--- src/rtl/scan_pkg.sv ---
// Shared definitions for the scan sequencer and the scan buffer it feeds.
package scan_pkg;

  typedef enum logic [2:0] {
    StIdle  = 3'd0,
    StScan  = 3'd1,
    StFull  = 3'd2,
    StXfer  = 3'd3,
    StFlush = 3'd4
  } state_t;

  localparam int unsigned DEPTH_DEFAULT   = 10;
  localparam int unsigned CNT_W_DEFAULT   = 4;
  localparam int unsigned TIMEOUT_DEFAULT = 1000;

endpackage

--- src/rtl/scan_timer.sv ---
// Up-counter with synchronous clear and enable; flags when it sits at TERMINAL.
module scan_timer #(
  parameter int unsigned WIDTH    = 10,
  parameter int unsigned TERMINAL = 999
) (
  input  logic i_clk,
  input  logic i_rst,
  input  logic i_clr,
  input  logic i_en,
  output logic o_tc
);

  logic [WIDTH-1:0] r_count;
  logic             w_tc;

  assign w_tc = (r_count == WIDTH'(TERMINAL));
  assign o_tc = w_tc;

  // Holds at the terminal count instead of wrapping.
  always_ff @(posedge i_clk or posedge i_rst) begin
    if (i_rst) begin
      r_count <= '0;
    end else if (i_clr) begin
      r_count <= '0;
    end else if (i_en && !w_tc) begin
      r_count <= r_count + 1'b1;
    end
  end

endmodule

--- src/rtl/scan_sequencer.sv ---
// Control stage for the scan buffer: fill, full-wait with timeout, read-out and clear.
module scan_sequencer
  import scan_pkg::*;
#(
  parameter int unsigned DEPTH   = DEPTH_DEFAULT,
  parameter int unsigned CNT_W   = CNT_W_DEFAULT,
  parameter int unsigned TIMEOUT = TIMEOUT_DEFAULT
) (
  input  logic             i_clk,
  input  logic             i_rst,
  input  logic             i_start,
  input  logic [7:0]       i_sample_in,
  input  logic             i_sample_valid,
  input  logic             i_xfer_req,
  input  logic             i_abort,
  output logic [7:0]       o_data_out,
  output logic             o_scanning,
  output logic             o_transfer,
  output logic             o_flush,
  output logic             o_buf_full,
  output logic             o_busy,
  output logic [CNT_W-1:0] o_fill
);

  localparam int unsigned      TMR_W    = $clog2(TIMEOUT + 1);
  localparam logic [CNT_W-1:0] FILL_MAX = CNT_W'(DEPTH);
  localparam logic [CNT_W-1:0] FILL_LST = CNT_W'(DEPTH - 1);
  localparam logic [CNT_W-1:0] FILL_ONE = CNT_W'(1);

  state_t           r_state, w_state_nxt;
  logic [CNT_W-1:0] r_fill, w_fill_nxt;
  logic [7:0]       r_data, w_data_nxt;
  logic             r_scanning, w_scanning_nxt;
  logic             r_transfer, r_flush, r_buf_full, r_busy;
  logic             w_tmr_tc;

  scan_timer #(
    .WIDTH    (TMR_W),
    .TERMINAL (TIMEOUT - 1)
  ) u_timer (
    .i_clk (i_clk),
    .i_rst (i_rst),
    .i_clr (r_state != StFull),
    .i_en  (r_state == StFull),
    .o_tc  (w_tmr_tc)
  );

  always_comb begin
    w_state_nxt    = r_state;
    w_fill_nxt     = r_fill;
    w_data_nxt     = r_data;
    w_scanning_nxt = 1'b0;
    unique case (r_state)
      StIdle: begin
        if (i_start && !i_abort) begin
          w_state_nxt = StScan;
          w_fill_nxt  = '0;
        end
      end
      StScan: begin
        if (i_abort) begin
          w_state_nxt = StFlush;
        end else if (i_sample_valid) begin
          w_data_nxt     = i_sample_in;
          w_scanning_nxt = 1'b1;
          if (r_fill != FILL_MAX) w_fill_nxt = r_fill + 1'b1;
          if (r_fill == FILL_LST) w_state_nxt = StFull;
        end
      end
      StFull: begin
        if (i_abort)        w_state_nxt = StFlush;
        else if (i_xfer_req) w_state_nxt = StXfer;
        else if (w_tmr_tc)   w_state_nxt = StFlush;
      end
      StXfer: begin
        if (i_abort) begin
          w_state_nxt = StFlush;
        end else begin
          if (r_fill != '0) w_fill_nxt = r_fill - 1'b1;
          if (r_fill <= FILL_ONE) w_state_nxt = StFlush;
        end
      end
      // Already clearing, so an abort here needs no second pulse.
      StFlush: w_state_nxt = StIdle;
      default: w_state_nxt = StIdle;
    endcase
    if (w_state_nxt == StFlush) w_fill_nxt = '0;
  end

  always_ff @(posedge i_clk or posedge i_rst) begin
    if (i_rst) begin
      r_state    <= StIdle;
      r_fill     <= '0;
      r_data     <= 8'h00;
      r_scanning <= 1'b0;
      r_transfer <= 1'b0;
      r_flush    <= 1'b0;
      r_buf_full <= 1'b0;
      r_busy     <= 1'b0;
    end else begin
      r_state    <= w_state_nxt;
      r_fill     <= w_fill_nxt;
      r_data     <= w_data_nxt;
      r_scanning <= w_scanning_nxt;
      r_transfer <= (w_state_nxt == StXfer);
      r_flush    <= (w_state_nxt == StFlush);
      r_buf_full <= (w_state_nxt == StFull);
      r_busy     <= (w_state_nxt != StIdle);
    end
  end

  assign o_data_out = r_data;
  assign o_scanning = r_scanning;
  assign o_transfer = r_transfer;
  assign o_flush    = r_flush;
  assign o_buf_full = r_buf_full;
  assign o_busy     = r_busy;
  assign o_fill     = r_fill;

endmodule

--- config.mk ---
export PLATFORM = sky130hd
export DESIGN_NAME = scan_sequencer
export DESIGN_NICKNAME = d
export VERILOG_FILES = /design/src/rtl/scan_pkg.sv /design/src/rtl/scan_timer.sv /design/src/rtl/scan_sequencer.sv
export SDC_FILE = /design/constraint.sdc
export NUM_CORES = 1
export LEC_CHECK = 0
export BUFFER_PORTS_ARGS = -buffer_cell sky130_fd_sc_hd__buf_2
export CORE_ASPECT_RATIO = 0.5
export CORE_MARGIN = 3
export CORE_UTILIZATION = 55
export DETAILED_ROUTE_END_ITERATION = 8
export PLACE_DENSITY = 0.79
export SLEW_MARGIN = 20
export SYNTH_ARGS = -nofsm -noshare
export SYNTH_HDL_FRONTEND = slang
export SYNTH_HIERARCHICAL = 1
export SYNTH_SLANG_ARGS = --single-unit
--- constraint.sdc ---
create_clock -name i_clk -period 3.05 [get_ports i_clk]
set_input_delay 0.61 -clock i_clk [delete_from_list [all_inputs] [get_ports i_clk]]
set_output_delay 0.61 -clock i_clk [all_outputs]
set_load 0.02 [all_outputs]
Word-level counts from Yosys, hierarchy flattened
Cells that the tools add are included.
{"block": "word_totals", "register_bits": 30, "input_bits": 14}
{"block": "op_classes", "n_addsub": 3, "reduce_logical": 11, "muxes": 23, "eq_ne": 16, "n_bitwise": 1, "order_cmp": 1}
{"op": "two-way mux 4 bit", "count": 7}
{"op": "two-way mux 3 bit", "count": 9}
{"op": "two-way mux 10 bit", "count": 2}
{"op": "inequality test 3 bit, second input constant", "count": 6}
{"op": "== test 3 x 2 -> 1 bit, second input constant", "count": 4}
{"op": "case mux 3 bit (4 select lines)", "count": 1}
{"op": "case mux 4 bit (3 select lines)", "count": 1}
{"op": "adder 10 x 1 -> 10 bit, second input constant", "count": 1}
{"op": "== test 10 bit, second input constant", "count": 1}
{"op": "nonzero test 4 bit", "count": 2}
{"op": "AND reduction 7 bit", "count": 1}
{"op": "adder 4 x 1 -> 4 bit, second input constant", "count": 1}
{"op": "== test 4 bit, second input constant", "count": 1}
{"op": "less-or-equal comparator 4 x 1 -> 1 bit, second input constant", "count": 1}
{"op": "inequality test 4 bit, second input constant", "count": 1}
{"op": "subtractor 4 x 1 -> 4 bit, second input constant", "count": 1}
{"op": "== test 3 x 1 -> 1 bit, second input constant", "count": 1}
{"op": "== test 3 bit, second input constant", "count": 1}
{"op": "zero test 3 bit", "count": 1}
{"op": "two-way mux 1 bit", "count": 3}
{"op": "inequality test 3 x 2 -> 1 bit, second input constant", "count": 1}
{"op": "AND reduction 3 bit", "count": 1}
{"op": "nonzero test 3 bit", "count": 1}
{"op": "logical AND 1 bit", "count": 2}
{"op": "other kinds (3)", "count": 4}

Depth between registers and ports, before layout
{"block": "depth", "depth_word": 8, "mapped_depth": 8, "mapped_depth_nobuf": 7}

Modules after synthesis
Netlist, hierarchy kept.
{"module": "scan_sequencer", "cells_each": 105, "area_per_inst_um2": 1134.8, "instances": 1, "seq_area_each_um2": 500.5}
{"module": "scan_timer", "cells_each": 59, "area_per_inst_um2": 559.3, "instances": 1, "seq_area_each_um2": 250.2}

Worst setup path before layout
No wires, ideal clock.
{"block": "synth_path", "path_kind": "reg2reg", "startpoint": "reg r_fill[0], in the netlist o_fill[0]", "endpoint": "reg r_fill[1], in the netlist o_fill[1]", "stages_incl_launch_ff": 7, "path_buffers": 0, "path_slack_ns": 0.929, "arrival_ns": 2.043, "required_time_ns": 2.973, "cell_sequence": "dfrtp_1 -> inv_1 -> ha_1 -> and4bb_4 -> o32a_4 -> or4_1 -> a21oi_1"}
{"block": "synth_via", "elab_chain_len": 8, "elab_cells_between_ends": 28}
{"element": "start, declared", "line_no": "scan_sequencer.sv:31", "rtl": "logic [CNT_W-1:0] r_fill, w_fill_nxt;"}
{"element": "start signal, assigned", "line_no": "scan_sequencer.sv:102", "rtl": "r_fill <= w_fill_nxt;"}
{"element": "branches (longest 8 deep; another with less-or-equal comparator 4 x 1 -> 1 bit)"}
Parallel ways; which one is timed is not known. The select of a mux whose other input is x is not followed.
A chain may end at the register's enable or synchronous reset.

Worst setup path in the final report
{"block": "layout_path", "startpoint": "reg r_state[1]", "endpoint": "reg u_timer.r_count[9]"}
{"block": "layout_via", "elab_chain_len": 3, "elab_cells_between_ends": 5}
{"element": "start, declared", "line_no": "scan_sequencer.sv:30", "rtl": "state_t r_state, w_state_nxt;"}
{"element": "start signal, assigned", "line_no": "scan_sequencer.sv:92", "rtl": "r_state <= StIdle;"}
{"element": "start signal, assigned", "line_no": "scan_sequencer.sv:101", "rtl": "r_state <= w_state_nxt;"}
{"element": "== test 3 x 2 -> 1 bit", "line_no": "scan_sequencer.sv:44", "rtl": ".i_en (r_state == StFull),"}
{"element": "logical AND 1 bit", "line_no": "scan_timer.sv:25", "rtl": "end else if (i_en && !w_tc) begin"}
{"element": "nonzero test 2 bit (no line)"}
{"element": "end signal, assigned", "line_no": "scan_timer.sv:26", "rtl": "r_count <= r_count + 1'b1;"}
{"element": "end, declared", "line_no": "scan_timer.sv:13", "rtl": "logic [WIDTH-1:0] r_count;"}
Several ways; a longest one is shown, not always the timed one.

==> impl_metrics.yaml <==
route:
  routed_wirelength_um: 3470
  wl_per_cell_um: 15.0
  vias: 1371
  drc: 0
  viasPerCell: 5.91
  drt-pass1-iter-count: 4
  ant_nets: 0
  drtIter0Drc: 65
power_and_ir_drop:
  peakVddDrop_v: 0.000328
  power_density_mw_per_mm2: 686
  fin_total_pwr_mw: 1.33
  cellLeakagePower_nw: 0.868
run:
  max-cap-violations: 0
synth:
  ys_seq_elements: 30
  synthTopCellsByArea: "dfrtp_1 44%, mux2_2 5.3%, ha_1 4.4%"
  ys.flop_type: "dfrtp_1"
  syn_inst: 164
  synth.most_common_cell: "dfrtp_1"
  synth_common_cells: "30 x dfrtp_1, 10 x a21oi_1, 9 x nor2_1, 9 x o21ai_0"
  synth_nets: 184
  yosysWarnings: 6
  synthArstFlopShare_pct: 100
  synth.yosys.seq_area_share_pct: 44.3
  synth_top_area_cell: "dfrtp_1"
  synthesis.area_mm2: 0.00169
  yosysUniqueCellTypes: 44
  netlist.area_leader.share_pct: 44.3
  avgSynthCellArea_um2: 10.3
  synth_edf_count: 0
setup_path:
  endpoint_kind: "flip-flop"
  r2r_end: "u_timer/r_count[9]"
  rr_startpoint: "r_state[1]"
  crit_arrival_ns: 2.42
  crit_fanout: 20
  critPathLaunchType: "flip-flop"
  worstPathCellList: "nand2_1 > buf_4 > inv_1 > nand3_1 > or4_1 > a21oi_1"
  cp_num_buf_inv: 2
  slowest_stage: "dfrtp_1"
  r2r_slack_ns: 0.83
  cp_data_required_time_ns: 3.25
  path_delay_family: "simple AND/OR/NAND/NOR gates"
  path_class: "flip-flop to flip-flop"
  reg2reg_depth: 6
  max_stage_delay_ns: 0.71
finish:
  syn_to_final_growth_pct: 14.6
  multi_input_comb_area_um2: 866
  final-seq-area_um2: 751
  nFillCells: 225
  diodes: 0
  finalNetCount: 214
  layout.cells.non_filler: 232
  drive_above_1_share_pct: 27.7
status:
  status: "completed"
clocking:
  post-cts-setup-buffers: 0
  cts_resized: 0
  cts_max_level: 2
  cts_num_sinks: 30
  numCtsBuffers: 5
  clk_pin_slew_ns: 0.06
  clock_path_buffers: 2
  cts_tree: "yes"
  clockRootBuffer: "clkbuf_8"
  cts_hold_buf: 0
  worstSkewPairLatency_ns: 0.27
timing:
  maxSlewHeadroom_pct: 50.9
  worst_slew_pin_slew_ns: 0.736
  finalCriticalPeriod_ns: 2.22
  maxSlewViolCount: 0
  period_share_pct: 72.8
  rsz0062_at_grt: "no"
  max_freq_mhz: 450
  hold_viol_final: 0
  setup_violations: 0
  skew_ns: 0.00736
  setup_tns_ns: 0
die:
  ios: 31
  die_w_um: 84.5
  coreArea_mm2: 0.00277
  initial_core_util_pct: 61.3
  std_cell_rows: 13
  die-area_mm2: 0.00382
  die_h_um: 45.2
place:
  gp_congestion: 0.832
  io_buffers: 30
  dp_cells: 224
  post-dp-hpwl_um: 2560
grt:
  grt_pass1_vias: 1268
  grt_pass1_wl_um: 5800
  antenna_found_initial: 0
  grt_max_degree: 21
  grt_overflow: 0
  track_usage_pct: 19.7
min_path:
  worstHoldPathType: "primary input to asynchronous set/reset pin"
## registers in the layout (all words and copies together), names as in the netlist
signal           flops
o_buf_full           1
u_timer/r_count     10
o_busy               1
o_flush              1
o_scanning           1
o_data_out           8
o_fill               4
o_transfer           1
r_state              3
## cell type report
class	count	area share, %
Sequential cell	30	38.7
Inverter	8	1.55
Clock buffer	7	4.45
Tap cell	37	2.38
Multi-Input combinational cell	118	44.6
Timing Repair Buffer	31	8.12
Clock inverter	1	0.258
## cells in the final DEF (no fill, tap or decap), types with 2 or more instances in the layout
cell and instances:
a21oi_1 10, nand2_1 6, ha_1 6, nand3b_1 3, or4_1 8, or3_1 2
nand3_1 4, nand2b_1 7, o211a_1 2, dfrtp_1 30, and2_1 2, nand4_1 3
clkbuf_8 6, nand4b_1 2, nor2_1 9, a31oi_1 4, nor3_1 3, buf_2 30
and4bb_4 2, o31ai_1 4, mux2_2 8, inv_1 8, o21ai_0 9, o211ai_1 5
## worst max-delay path by stage
stage               start                  to  slack (ns)  cells after the start
6_report       r_state[1]  u_timer/r_count[9]        0.83                      6
5_1_grt        r_state[1]  u_timer/r_count[7]        0.64                      6
4_1_cts        r_state[1]  u_timer/r_count[9]        0.86                      6
3_5_place_dp   r_state[1]  u_timer/r_count[9]        0.86                      6
3_3_place_gp   r_state[1]  u_timer/r_count[9]        0.93                      6
2_1_floorplan   o_fill[0]           o_fill[1]        0.93                      6
## power by group
group | switching [mW] | internal [mW]
sequential | 0.0803 | 0.483
combinational | 0.261 | 0.188
clock | 0.138 | 0.182
total | 0.479 | 0.852
## per-layer routing
layer / global-route usage (%) / vias to the layer above / wire length [um]
met5: 0 / - / 0
met4: 7.57 / 0 / 30
met3: 6.19 / 4 / 126
met2: 33.3 / 20 / 1740
met1: 24.2 / 677 / 1580
li1: - / 670 / -
## per-stage QoR
step                hold slack (ns)  util, %  worst slack, ns  instance area (um2)
floorplan                     0.450        -            0.929                 1690
global placement              0.482     66.9            0.932                 1850
detailed placement            0.487     66.9            0.855                 1850
CTS                           0.323     70.2            0.859                 1940
global route                  0.330     70.2            0.638                 1940
finish                        0.316     70.2            0.828                 1940
## worst reg2reg max path, cell delays in order (launching register included)
cell and delay, ns:
dfrtp_1 0.71, nand2_1 0.11, buf_4 0.21, inv_1 0.25, nand3_1 0.23, or4_1 0.51, a21oi_1 0.15
## cell families after synthesis
| family | Yosys count | synth area share [%] |
|---|---|---|
| muxes | 9 | 5.91 |
| DFF | 30 | 44.3 |
| AOI/OAI and AO/OA | 41 | 16.7 |
| and+or+nand+nor | 60 | 23.0 |
| adders and majority gates | 6 | 4.43 |
| buffers and inverters | 16 | 4.58 |
| xor gates and xnor gates | 2 | 1.03 |
(Power assumes the default switching activity.)
